File: src/rtl/sw_conditioner.sv
`default_nettype none
// ============================================================================
// Module      : sw_conditioner
// Description : Slide-switch input conditioner for the password verifier.
//               Each raw switch is brought into the clk domain by a two-flop
//               synchronizer and then debounced. A new level is accepted only
//               after it has been stable for DEBOUNCE_CYCLES consecutive
//               cycles. Each accepted 0->1 transition becomes a single-cycle
//               pulse on sw_pulse. Holding a switch therefore reads as one
//               "digit" followed by zeros. sw_level carries the debounced
//               levels for LED display.
//
//               Optional build macro SW_CONDITIONER_RELEASE_EN:
//                 defined   - an 'armed' flag gates every pulse. The first
//                             pulse clears it, and it re-arms only once all
//                             debounced levels are back at zero. Rising
//                             edges accepted while disarmed are dropped.
//                 undefined - every debounced rising edge pulses.
//
// Ports       : clk      in  1      system clock, rising edge
//               rst      in  1      asynchronous active-low reset
//               sw_raw   in  WIDTH  raw asynchronous switch levels
//               sw_pulse out WIDTH  registered one-cycle rising-edge pulses
//               sw_level out WIDTH  registered debounced levels
//
// Parameters  : WIDTH           number of switches
//               DEBOUNCE_CYCLES stable cycles needed to accept a level (>=1)
//               CNT_W           debounce counter width (holds DEBOUNCE_CYCLES-1)
//
// Revision    : 1.0  initial release
// ============================================================================
module sw_conditioner #(
    parameter int WIDTH           = 10,
    parameter int DEBOUNCE_CYCLES = 500000,
    parameter int CNT_W           = 20
) (
    input  logic             clk,
    input  logic             rst,
    input  logic [WIDTH-1:0] sw_raw,
    output logic [WIDTH-1:0] sw_pulse,
    output logic [WIDTH-1:0] sw_level
);

    // Terminal count. Once a differing level has been seen for this many
    // consecutive cycles, the next edge accepts it.
    localparam logic [CNT_W-1:0] C_CNT_MAX = CNT_W'(DEBOUNCE_CYCLES - 1);

    // ------------------------------------------------------------------------
    // Two-flop synchronizer (all bits share the same register pair)
    // ------------------------------------------------------------------------
    logic [WIDTH-1:0] r_s1;
    logic [WIDTH-1:0] r_s2;

    always_ff @(posedge clk or negedge rst) begin
        if (!rst) begin
            r_s1 <= '0;
            r_s2 <= '0;
        end else begin
            r_s1 <= sw_raw;
            r_s2 <= r_s1;
        end
    end

    // ------------------------------------------------------------------------
    // Per-bit debounce. The bits are fully independent. The stable level and
    // the counter live inside each generate iteration so that every register
    // has exactly one driver.
    // ------------------------------------------------------------------------
    logic [WIDTH-1:0] w_stb;     // debounced levels
    logic [WIDTH-1:0] w_rise;    // this edge accepts a 0->1 change

    generate
        for (genvar gi = 0; gi < WIDTH; gi++) begin : g_bit
            logic [CNT_W-1:0] r_cnt;
            logic             r_stb;
            logic             w_diff;
            logic             w_at_max;

            assign w_diff   = r_s2[gi] ^ r_stb;
            assign w_at_max = (r_cnt == C_CNT_MAX);

            always_ff @(posedge clk or negedge rst) begin
                if (!rst) begin
                    r_cnt <= '0;
                    r_stb <= 1'b0;
                end else if (!w_diff) begin
                    // Synchronized level agrees with the stable level. Any
                    // glitch that returned here restarts the count.
                    r_cnt <= '0;
                end else if (w_at_max) begin
                    // Stable long enough. Accept the level and rearm the
                    // counter. The counter never goes past C_CNT_MAX.
                    r_cnt <= '0;
                    r_stb <= r_s2[gi];
                end else begin
                    r_cnt <= r_cnt + 1'b1;
                end
            end

            assign w_stb[gi]  = r_stb;
            // A rising edge is an accept where the new level is 1.
            assign w_rise[gi] = w_diff & w_at_max & r_s2[gi];
        end
    endgenerate

    // ------------------------------------------------------------------------
    // Pulse generation (optionally gated by the release requirement)
    // ------------------------------------------------------------------------
    logic [WIDTH-1:0] w_pulse_next;
    logic [WIDTH-1:0] r_pulse;

`ifdef SW_CONDITIONER_RELEASE_EN
    logic r_armed;

    // Several bits accepted on one edge pass through together while armed.
    // Rejecting multi-bit digits is the verifier's job.
    assign w_pulse_next = w_rise & {WIDTH{r_armed}};

    // The pulse has priority over re-arming. w_stb is the registered level,
    // so re-arming happens on the edge after the levels reach all-zero.
    always_ff @(posedge clk or negedge rst) begin
        if (!rst) begin
            r_armed <= 1'b1;
        end else if (|w_pulse_next) begin
            r_armed <= 1'b0;
        end else if (w_stb == '0) begin
            r_armed <= 1'b1;
        end
    end
`else
    assign w_pulse_next = w_rise;
`endif

    // The pulse registers on the same edge that updates the stable level, so
    // sw_pulse and sw_level rise together.
    always_ff @(posedge clk or negedge rst) begin
        if (!rst) begin
            r_pulse <= '0;
        end else begin
            r_pulse <= w_pulse_next;
        end
    end

    assign sw_pulse = r_pulse;
    assign sw_level = w_stb;

endmodule
`default_nettype wire
File: config.mk
export PLATFORM = sky130hd
export DESIGN_NAME = sw_conditioner
export DESIGN_NICKNAME = d
export VERILOG_FILES = /design/src/rtl/sw_conditioner.sv
export SDC_FILE = /design/constraint.sdc
export NUM_CORES = 1
export LEC_CHECK = 0
export ABC_AREA = 0
export BUFFER_PORTS_ARGS = -buffer_cell sky130_fd_sc_hd__buf_2
export CAP_MARGIN = 15
export CORE_MARGIN = 2
export CORE_UTILIZATION = 60
export CTS_CLUSTER_DIAMETER = 40
export DETAILED_ROUTE_END_ITERATION = 7
export PLACE_DENSITY = 0.77
export SLEW_MARGIN = 10
export SYNTH_ARGS = -nofsm -noshare
export SYNTH_HDL_FRONTEND = slang
export SYNTH_SLANG_ARGS = --single-unit
File: constraint.sdc
create_clock -name clk -period 4.32 [get_ports clk]
set_input_delay 0.648 -clock clk [delete_from_list [all_inputs] [get_ports clk]]
set_output_delay 0.648 -clock clk [all_outputs]
set_load 0.005 [all_outputs]
---- Yosys cells after proc, flatten, opt, wreduce, memory -nomap -nowiden ----
Index checks and enable logic that the tools add are counted.
word-level totals
  memories ................................ 0
  flip-flop bits (word level) ............. 240
  memory bits (writable) .................. 0
  bits in latches ......................... 0
  output and inout port bits .............. 20
  ROM bits ................................ 0
operators by class
  bitwise logic cells ..................... 30
  divide/modulo/power cells ............... 0
  $add $sub $neg .......................... 10
  order comparisons ....................... 0
  equal/unequal tests ..................... 10
  reduce and logical (&&, ||, !) cells .... 10
  $mul .................................... 0
  shift operators ......................... 0
  muxes and demuxes ....................... 20
operators by type and width
  operator               number
  $mux 20                20
  $add 20x1->20 const B  10
  $eq 20x19->1 const B   10
  $and 1x1->1            20
  $reduce_and 2->1       10
  $xor 1x1->1            10

---- Longest topological paths before layout ----
Gate-level depths: netlist of run 1.
  depth in word-level cells ............... 3
  mapped depth ............................ 7
  mapped depth without buffers ............ 5

---- Worst setup path before layout of run 1 ----
OpenSTA, ideal clock, no wires.
  path type ............................... register to register
  start point ............................. reg g_bit[5].r_cnt[12]
  end point ............................... reg g_bit[5].r_stb
  slack ................................... 2.269 ns
  cell stages (with the launch flop) ...... 5
  arrival time ............................ 1.926 ns
  period minus slack after synthesis ...... 2.051 ns
  cells stage by stage .................... dfrtp_1 > or4b_1 > or4_1 > nor2_1 > mux2_2
on the way
  cells in the longest elaborated chain, start to end .. 2
RTL lines
  what                        RTL line  text
  start, declared             74        logic [CNT_W-1:0] r_cnt;
  start signal, assigned      96        r_cnt <= r_cnt + 1'b1;
  $eq 20x19->1                80        assign w_at_max = (r_cnt == C_CNT_MAX);
  $reduce_and 2->1 (no line)  --
  end signal, assigned        94        r_stb <= r_s2[gi];
  end, declared               75        logic r_stb;
No other way between the ends.
A chain may end at the register's enable or synchronous reset.

---- Worst setup path in the final report of run 1 ----
  start point ............................. reg g_bit[0].r_cnt[0]
  end point ............................... reg g_bit[0].r_cnt[17]
on the way
  cells in the longest elaborated chain, start to end .. 3
  elaborated cells between the ends (all ways) .. 4
RTL lines
  what                                                  RTL line  text
  start, declared                                       74
  start signal, assigned                                96
  $add 20x1->20 / $eq 20x19->1 (equally long branches)  96, 80
  $mux 20 *                                             90        end else if (w_at_max) begin
  $mux 20 *                                             86        end else if (!w_diff) begin
Mark *: on every way between the ends. The rest lies on a longest branch, timed or not.

==> results of run 1 <==
==> logic make-up after synthesis <==
family / after synthesis / synth area share (%)
buffers and inverters: 74 / 2.894
multiplexers: 11 / 1.074
AO/OA/AOI/OAI: 101 / 5.405
flip-flops: 240 / 52.63
XOR/XNOR: 144 / 11.05
adder cells (fa/ha/maj): 10 / 1.096
AND/OR/NAND/NOR: 556 / 25.85
==> placed cells by master, fill, tap and decap left out, drive strengths merged, types with 13 or more instances in the layout <==
cell / netlist / routed
dfrtp: 240 / 240
and3: 13 / 13
nor3: 38 / 38
xnor2: 103 / 103
nand2: 58 / 58
or3: 27 / 27
nor4: 31 / 31
inv: 40 / 49
nor4b: 14 / 14
xor2: 41 / 41
buf: 17 / 40
nand3: 63 / 63
or4: 32 / 32
nand4: 60 / 60
clkbuf: 17 / 39
nor2: 179 / 179
o21ai: 31 / 31
a21oi: 45 / 45
==> through the flow <==
| step | setup slack (ns) | total power (W) | hold WS (ns) | instances | area, µm² |
|---|---|---|---|---|---|
| after floorplan | 2.269 | 0.002413 | 0.3312 | 1136 | 11410 |
| after global placement | 2.136 | 0.002486 | 0.3327 | 1375 | 11760 |
| after detailed placement | 2.079 | 0.002490 | 0.3356 | 1375 | 11760 |
| after CTS | 2.066 | 0.005142 | 0.2296 | 1433 | 12840 |
| after global routing | 1.898 | 0.005259 | 0.2349 | 1434 | 12850 |
| final | 2.055 | 0.005071 | 0.2190 | 1434 | 12850 |
==> report_power, final <==
group / switching (W) / internal, W
Combinational: 0.0000950 / 0.0000396
Sequential: 0.0000325 / 0.00228
Clock: 0.00104 / 0.00159
Total: 0.00116 / 0.00391
==> state kept, by name, indices dropped and copies added, names as in the netlist <==
signal and flops:
g_bit.r_cnt 200, g_bit.r_stb 10, r_s1 10, r_s2 10, sw_pulse 10
==> synthesized netlist by cell type, drive strengths merged, types with 6 or more instances <==
cell type  instances
nand4             60
buf               17
and3              13
a21oi             45
nor3              38
o21ai             31
o31ai             12
xnor2            103
xor2              41
mux2              10
or3               27
inv               40
and4              10
nand3             63
nor4              31
or4               32
dfrtp            240
nor2             179
nand2             58
ha                10
nor4b             14
nor3b              6
clkbuf            17
==> per-layer routing <==
layer / vias to the layer above / wire length, µm / global-route usage [%]
met3: 37 / 929 / 3.847
met4: 0 / 455 / 7.737
met2: 176 / 10150 / 35.28
met5: - / 0 / 0
li1: 4108 / - / -
met1: 4121 / 9982 / 31.97
==> final cells by class <==
type | instances | area, µm² | area share, %
sequential | 240 | 6006 | 46.74
multi-input combinational | 822 | 5076 | 39.51
clock buffer | 39 | 900.9 | 7.011
tap | 234 | 292.8 | 2.279
timing repair buffer | 40 | 245.2 | 1.909
clock inverter | 19 | 177.7 | 1.383
inverter | 40 | 150.1 | 1.169
==> worst paths after layout <==
| kind | from | endpoint | slack [ns] | depth (start not counted) |
|---|---|---|---|---|
| max | g_bit[0].r_cnt[0] | g_bit[0].r_cnt[17] | 2.05 | 5 |
| max in group asynchronous | rst | g_bit[9].r_cnt[9] | 3.18 | 2 |
| min in group clk | sw_raw[1] | r_s1[1] | 0.25 | 1 |
| max reg2reg | g_bit[0].r_cnt[0] | g_bit[0].r_cnt[17] | 2.05 | 5 |
| min reg2reg | r_s1[4] | r_s2[4] | 0.35 | 0 |
| min | rst | g_bit[4].r_stb | 0.22 | 1 |
==> results.toml, run 1 <==
[yosys]
synth_cell_types = 52
syn_area_mm2 = 0.01141
syn_nets = 1158
avgSynthCellArea_um2 = 10.05
netlist_instances = 1136
synth_warnings = 0
synthFlopType = "dfrtp_1"
synth_edf_count = 0
synth_top_cell_by_area = "dfrtp_1"
synth_area_leaders = "dfrtp_1 53%, xnor2_1 7.9%, nor2_1 5.9%, nand4_1 3.2%, xor2_1 3.1%"
synth_top_area_share_pct = 52.63
seq_area_frac_synth_pct = 52.63
synthArstFlopShare_pct = 100.0
ys_ff_latch = 240

[timing]
tightest_slew_ns = 1.028
period_share_pct = 52.44
slew_headroom_pct = 31.50
fin_crit_ns = 2.265
maxSlewViolCount = 0
finalSetupViolCount = 0
skew_ns = 0.02743
setup_tns_ns = 0
finalHoldViolCount = 0
max_freq_mhz = 441.4
rsz0062_at_grt = "false"

[setup_path]
cp_max_fo = 9
cp_top_family = "compound AO/OA/AOI/OAI gates"
end_kind = "flop"
worstPathRequired_ns = 4.69
critPathMaxStageDelay_ns = 0.84
cp.arrival_ns = 2.64
crit_slowest_cell = "o41ai_2"
critPathLaunchType = "flop"
worst-path-buf-inv = 1
critPathKind = "flop to flop"
cp_cell_sequence = "ha_1 > nand4_1 > o41ai_2 > buf_4 > a21oi_1"

[die]
initial_core_util_pct = 61.01
fp.dieH_um = 141.9
die-area_mm2 = 0.02014
die-width_um = 141.9
coreArea_mm2 = 0.01871
ios = 32
rows = 50

[clock_network]
ctsResizeCount = 0
ctsHoldBuffers = 0
cts_setup_buffers = 0
cts_htree_levels = 2
cts_tree = "yes"
cts.sinks = 240
path_clk_slew_ns = 0.06
clockBufferDepth = 3
clk_latency_ns = 0.50
cts_made_buffers = 34
cts-root-buf = "clkbuf_16"

[drt]
first_pass_iters = 5
num_vias = 8442
wire_per_inst_um = 15.01
drt_iter0_drc = 428
ant_nets = 0
drt_drc_violations_left = 0
viasPerCell = 5.887
drt-total-wl_mm = 21.52

[min_path]
hold_path.class = "primary input to asynchronous set/reset pin"

[power_and_ir_drop]
ir_drop_uv = 418.9
p_per_area_mw_per_mm2 = 394.7
p_leak_nw = 5.173

[finish]
drive_gt1_share_pct = 10.25
antenna_cells = 0
syn_to_final_growth_pct = 12.59
final_nets = 1200
fillers = 1416
final_util_pct = 68.69

[global_route]
grt_pass1_wl_mm = 37.83
grt_antenna_before_repair = 0
grt_usage_pct = 22.45
gr-total-overflow = 0
grt_pass1_vias = 8154
grt_max_degree = 133

[status]
status = "completed"

[placement]
port_buffers = 31
globalplace.congestion = 0.8375
hpwl_mm = 13.74

[flow_run]
maxCapViolCount = 0
No activity file was read; power rests on OpenSTA's default activity.
==> inputs of run 2 (changes only) <==
Clock period 4.32 ns to 2.1 ns, I/O delays scaled along.
==> run 2 against run 1 <==
Effect of this change: worst hold slack improved by 0.13 ns; combinational power grew 140%; final cell count rose by 5.0%; sequential power rose by 110%; global-route usage up 0.82 points; first-iteration DRC count fell by 2.1%; clock power rose by 130%; worst setup slack worse by 2.0 ns; fmax is 11% higher; clock skew is 0.010 ns lower; critical endpoint is now g_bit[5].r_stb; highest routed layer unchanged.
==> results.toml, run 2 (same netlist as run 1, synthesis figures left out) <==
[setup_path]
critPathMaxStageDelay_ns = 0.56
cp.arrival_ns = 2.41
critPathKind = "flop to flop"
crit_slowest_cell = "or4_4"
reg2reg_from = "g_bit[5].r_cnt[12]"
cp_max_fo = 2
cp_cell_sequence = "or4b_1 > or4_4 > nor2_2 > mux2_2"
end_kind = "flop"
critPathLaunchType = "flop"
startpoint = "g_bit[5].r_cnt[12]"
worst-path-buf-inv = 0
worstPathRequired_ns = 2.48
cp_top_family = "simple AND/OR/NAND/NOR gates"

[timing]
fin_crit_ns = 2.034
setup_ws_ns = 0.06596
max_freq_mhz = 491.6
slew_headroom_pct = 60.38
maxSlewViolCount = 0
skew_ns = 0.01735
period_share_pct = 96.86
tightest_slew_ns = 0.5889
setup_tns_ns = 0
finalHoldViolCount = 0
finalSetupViolCount = 0

[finish]
fin_area_mm2 = 0.01364
fillers = 1327
final_common_cell = "dfrtp_1"
layout_common_cells = "239 x dfrtp_1, 178 x nor2_1, 103 x xnor2_1"
antenna_cells = 0
largest_reg_flops = 200
final_nets = 1270
drive_gt1_share_pct = 15.18
syn_to_final_growth_pct = 19.56
top_register = "g_bit.r_cnt"

[drt]
wire_per_inst_um = 14.71
drt_drc_violations_left = 0
first_pass_iters = 5
viasPerCell = 5.730
drt_iter0_drc = 419
num_vias = 8623
drt-total-wl_mm = 22.15
ant_nets = 0

[clock_network]
cts-root-buf = "clkbuf_16"
cts_htree_levels = 2
clockBufferDepth = 3
cts.sinks = 240
path_clk_slew_ns = 0.06
cts_tree = "yes"
clk_latency_ns = 0.50
cts_made_buffers = 34

[placement]
dpl_cell_area_mm2 = 0.01222
preCtsSetupSlack_ns = -0.01780
hpwl_mm = 14.66
globalplace.congestion = 0.8460
port_buffers = 31

[global_route]
grt_antenna_before_repair = 0
gr-total-overflow = 0
grt_pass1_vias = 8566
grt_usage_pct = 23.26
grt_pass1_wl_mm = 39.20
grt_max_degree = 62

[die]
initial_core_util_pct = 61.01
die-width_um = 141.9
die-area_mm2 = 0.02014
ios = 32
rows = 50
fp.dieH_um = 141.9
coreArea_mm2 = 0.01871

[min_path]
hold_path.class = "flop to flop"
worstHoldStart = "r_s1[7]"

[power_and_ir_drop]
p_leak_nw = 5.603
ir_drop_uv = 839.7
p_per_area_mw_per_mm2 = 823.4

[flow_run]
maxCapViolCount = 0

[status]
status = "completed"
==> run 2: cell types whose count changed in the layout (fill, tap and decap cells not counted), sizes merged <==
cell,previous run,this run
clkbuf,39,41
buf,40,99
clkinvlp,5,4
bufinv,1,6
dlygate4sd3,0,11
clkinv,4,3
inv,49,45
==> run 2: power by group <==
| group | leakage (nW) | internal [W] | switching [W] |
|---|---|---|---|
| Clock | 0.602 | 0.00407 | 0.00208 |
| Sequential | 3.28 | 0.00469 | 0.0000666 |
| Combinational | 1.72 | 0.000121 | 0.000203 |
==> run 2: through the flow <==
| stage | total power, W | util, % | instances | hold slack [ns] |
|---|---|---|---|---|
| final | 0.01124 | 72.94 | 1505 | 0.3459 |
| after global routing | 0.01163 | 72.94 | 1505 | 0.3551 |
| after CTS | 0.01136 | 72.64 | 1501 | 0.3493 |
| after detailed placement | 0.005156 | 65.33 | 1431 | 0.2907 |
| after global placement | 0.005147 | 65.33 | 1431 | 0.2911 |
| after floorplan | 0.004964 | - | 1136 | 0.01941 |
==> run 2: path summary, 6_finish.rpt <==
| kind | cells past startpoint | end | slack (ns) |
|---|---|---|---|
| hold reg to reg | 0 | r_s2[7] | 0.35 |
| max in group asynchronous | 3 | g_bit[2].r_cnt[16] | 1.05 |
| setup / recovery | 4 | g_bit[5].r_stb | 0.07 |
| min in group asynchronous | 2 | r_s1[4] | 0.36 |
| hold / removal | 0 | r_s2[7] | 0.35 |
| setup reg to reg | 4 | g_bit[5].r_stb | 0.07 |
==> run 2: area by class of cell <==
type                            count  area (µm²)  share of cell area, %
Sequential cell                   240        6007                  44.03
Timing Repair Buffer              110       835.8                  6.126
Clock buffer                       41       970.9                  7.116
Inverter                           40       150.1                  1.100
Tap cell                          234       292.8                  2.146
Clock inverter                     18       281.5                  2.063
Multi-Input combinational cell    822        5106                  37.42
==> run 2: repair_timing <==
| item | CTS | global route |
|---|---|---|
| setup buffers | 0 | 4 |
| endpoints found under the hold margin | 65 | 0 |
| resized for setup | 1 | 7 |
| hold buffers | 11 | 0 |
| endpoints found under the setup margin | 1 | 11 |
| pin swaps | 0 | 1 |
==> run 2: routing by layer <==
layer	share of wire [%]	up-vias	wire length, µm	track usage (%)
met1	47	4213	10470	32.17
met5	0	-	0	0
met3	3.1	36	686	3.645
li1	-	4251	-	-
met4	1.7	0	371	7.789
met2	48	123	10620	37.99
==> inputs of run 3 (changes only) <==
Settings changed: CTS_BUF_LIST from default to sky130_fd_sc_hd__clkbuf_8.
==> run 3 against run 2 <==
Effect of this change: non-clock buffer count is 4 lower; worst setup slack worse by 0.0052 ns; flip-flop and latch count did not move; critical path type unchanged; routed wire length decreased by 2.6%; clock skew decreased by 0.0035 ns.
==> results.toml, run 3 (same netlist as run 1, synthesis figures left out) <==
[status]
status = "completed"

[timing]
whs_ns = 0.3274
skew_ns = 0.01386
slew_headroom_pct = 58.11
period_share_pct = 97.11
rsz0062_at_grt = "false"
setup_ws_ns = 0.06077
finalSetupViolCount = 0
finalHoldViolCount = 0
maxSlewViolCount = 0
fin_crit_ns = 2.039
tightest_slew_ns = 0.6226
setup_tns_ns = 0
max_freq_mhz = 490.4

[global_route]
grt_antenna_before_repair = 0
grt_pass1_wl_mm = 38.09
grt.met2_usage_pct = 35.85
grt_pass1_vias = 8469
grt_use_met1_pct = 31.57
use_met3_pct = 3.915
gr-total-overflow = 0
grt_max_degree = 62
grt_usage_pct = 22.43
busiest_layer = "met2"

[clock_network]
cts.sinks = 240
cts_tree = "yes"
cts_htree_levels = 2
cts_made_buffers = 42
clockBufferDepth = 3
clk_latency_ns = 0.53
path_clk_slew_ns = 0.06
cts-root-buf = "clkbuf_8"

[placement]
preCtsSetupSlack_ns = -0.01780
hpwl_mm = 14.66
globalplace.congestion = 0.8460
port_buffers = 31

[finish]
largest_reg_flops = 200
syn_to_final_growth_pct = 15.89
antenna_cells = 0
layout_common_cells = "239 x dfrtp_1, 178 x nor2_1, 103 x xnor2_1"
final_nets = 1274
drive_gt1_share_pct = 14.80
final_util_pct = 70.70
top_register = "g_bit.r_cnt"
final_common_cell = "dfrtp_1"
fillers = 1404

[power_and_ir_drop]
p_per_area_mw_per_mm2 = 707.9
total_power_w = 0.009362
p_leak_nw = 5.483
ir_drop_uv = 620.2

[die]
rows = 50
ios = 32
initial_core_util_pct = 61.01
fp.dieH_um = 141.9
die-area_mm2 = 0.02014
die-width_um = 141.9
coreArea_mm2 = 0.01871

[drt]
viasPerCell = 5.662
ant_nets = 0
wire_per_inst_um = 14.21
num_vias = 8595
drt-total-wl_mm = 21.58
drt_iter0_drc = 413
drt_drc_violations_left = 0
first_pass_iters = 4

[setup_path]
critPathLaunchType = "flop"
cp.arrival_ns = 2.45
critPathKind = "flop to flop"
cp_max_fo = 2
end_kind = "flop"
worstPathRequired_ns = 2.51

[min_path]
hold_path.class = "primary input to asynchronous set/reset pin"

[flow_run]
maxCapViolCount = 0
==> run 3: cell types whose count changed in the layout (fill, tap and decap cells not counted), sizes merged <==
cell and change:
inv +13, clkbuf +10, buf -4, bufinv -4
clkinvlp -2
==> run 3: routing by layer <==
layer,part of all wire [%],up-vias
met5,0,-
met4,1.8,0
met3,3.4,34
met2,46,117
met1,49,4184
li1,-,4260
==> run 3: worst max-delay path, cell delays in order, from the launching register on <==
cell,delay [ns]
dfrtp_1,0.37
or4b_1,0.52
or4_4,0.56
nor2_2,0.12
mux2_2,0.34
==> run 3: path summary, 6_finish.rpt <==
path                                         start                 to  slack [ns]  depth (start not counted)
min in group clk                           r_s1[7]            r_s2[7]        0.35                          0
worst min register to register             r_s1[7]            r_s2[7]        0.35                          0
worst min-delay path                           rst            r_s1[4]        0.33                          2
worst max-delay path            g_bit[5].r_cnt[12]     g_bit[5].r_stb        0.06                          4
max in group asynchronous                      rst  g_bit[2].r_cnt[8]        1.09                          3
worst max register to register  g_bit[5].r_cnt[12]     g_bit[5].r_stb        0.06                          4
==> run 3: what timing repair did <==
| item | CTS | global route |
|---|---|---|
| gates resized for setup | 2 | 7 |
| buffers inserted | 0 | 0 |
| endpoints found under the hold margin | 65 | 0 |
| hold buffers | 11 | 0 |
| gates cloned | 0 | 0 |
| setup endpoints to repair | 2 | 7 |
==> run 3: layout make-up <==
| cell class | instances | area (µm²) | area share, % |
|---|---|---|---|
| clock buffers | 51 | 701.9 | 5.307 |
| repair buffers | 106 | 805.8 | 6.093 |
| inverters | 40 | 150.1 | 1.135 |
| multi-input cells | 822 | 5110 | 38.64 |
| flip-flops and latches | 240 | 6007 | 45.42 |
| clock inverters | 25 | 157.7 | 1.192 |
| well taps | 234 | 292.8 | 2.214 |
==> run 3: through the flow <==
| stage | area (µm²) | instances |
|---|---|---|
| 6_report | 13230 | 1518 |
| 5_1_grt | 13230 | 1518 |
| 4_1_cts | 13200 | 1518 |
| 3_5_place_dp | 12220 | 1431 |
| 3_3_place_gp | 12220 | 1431 |
| 2_1_floorplan | 11410 | 1136 |
==> run 3: power by group <==
part / internal, W / switching (W) / leakage, nW
Sequential: 0.00469 / 0.0000661 / 3.28
Clock: 0.00244 / 0.00184 / 0.503
Combinational: 0.000121 / 0.000203 / 1.70
Total: 0.00726 / 0.00211 / 5.48
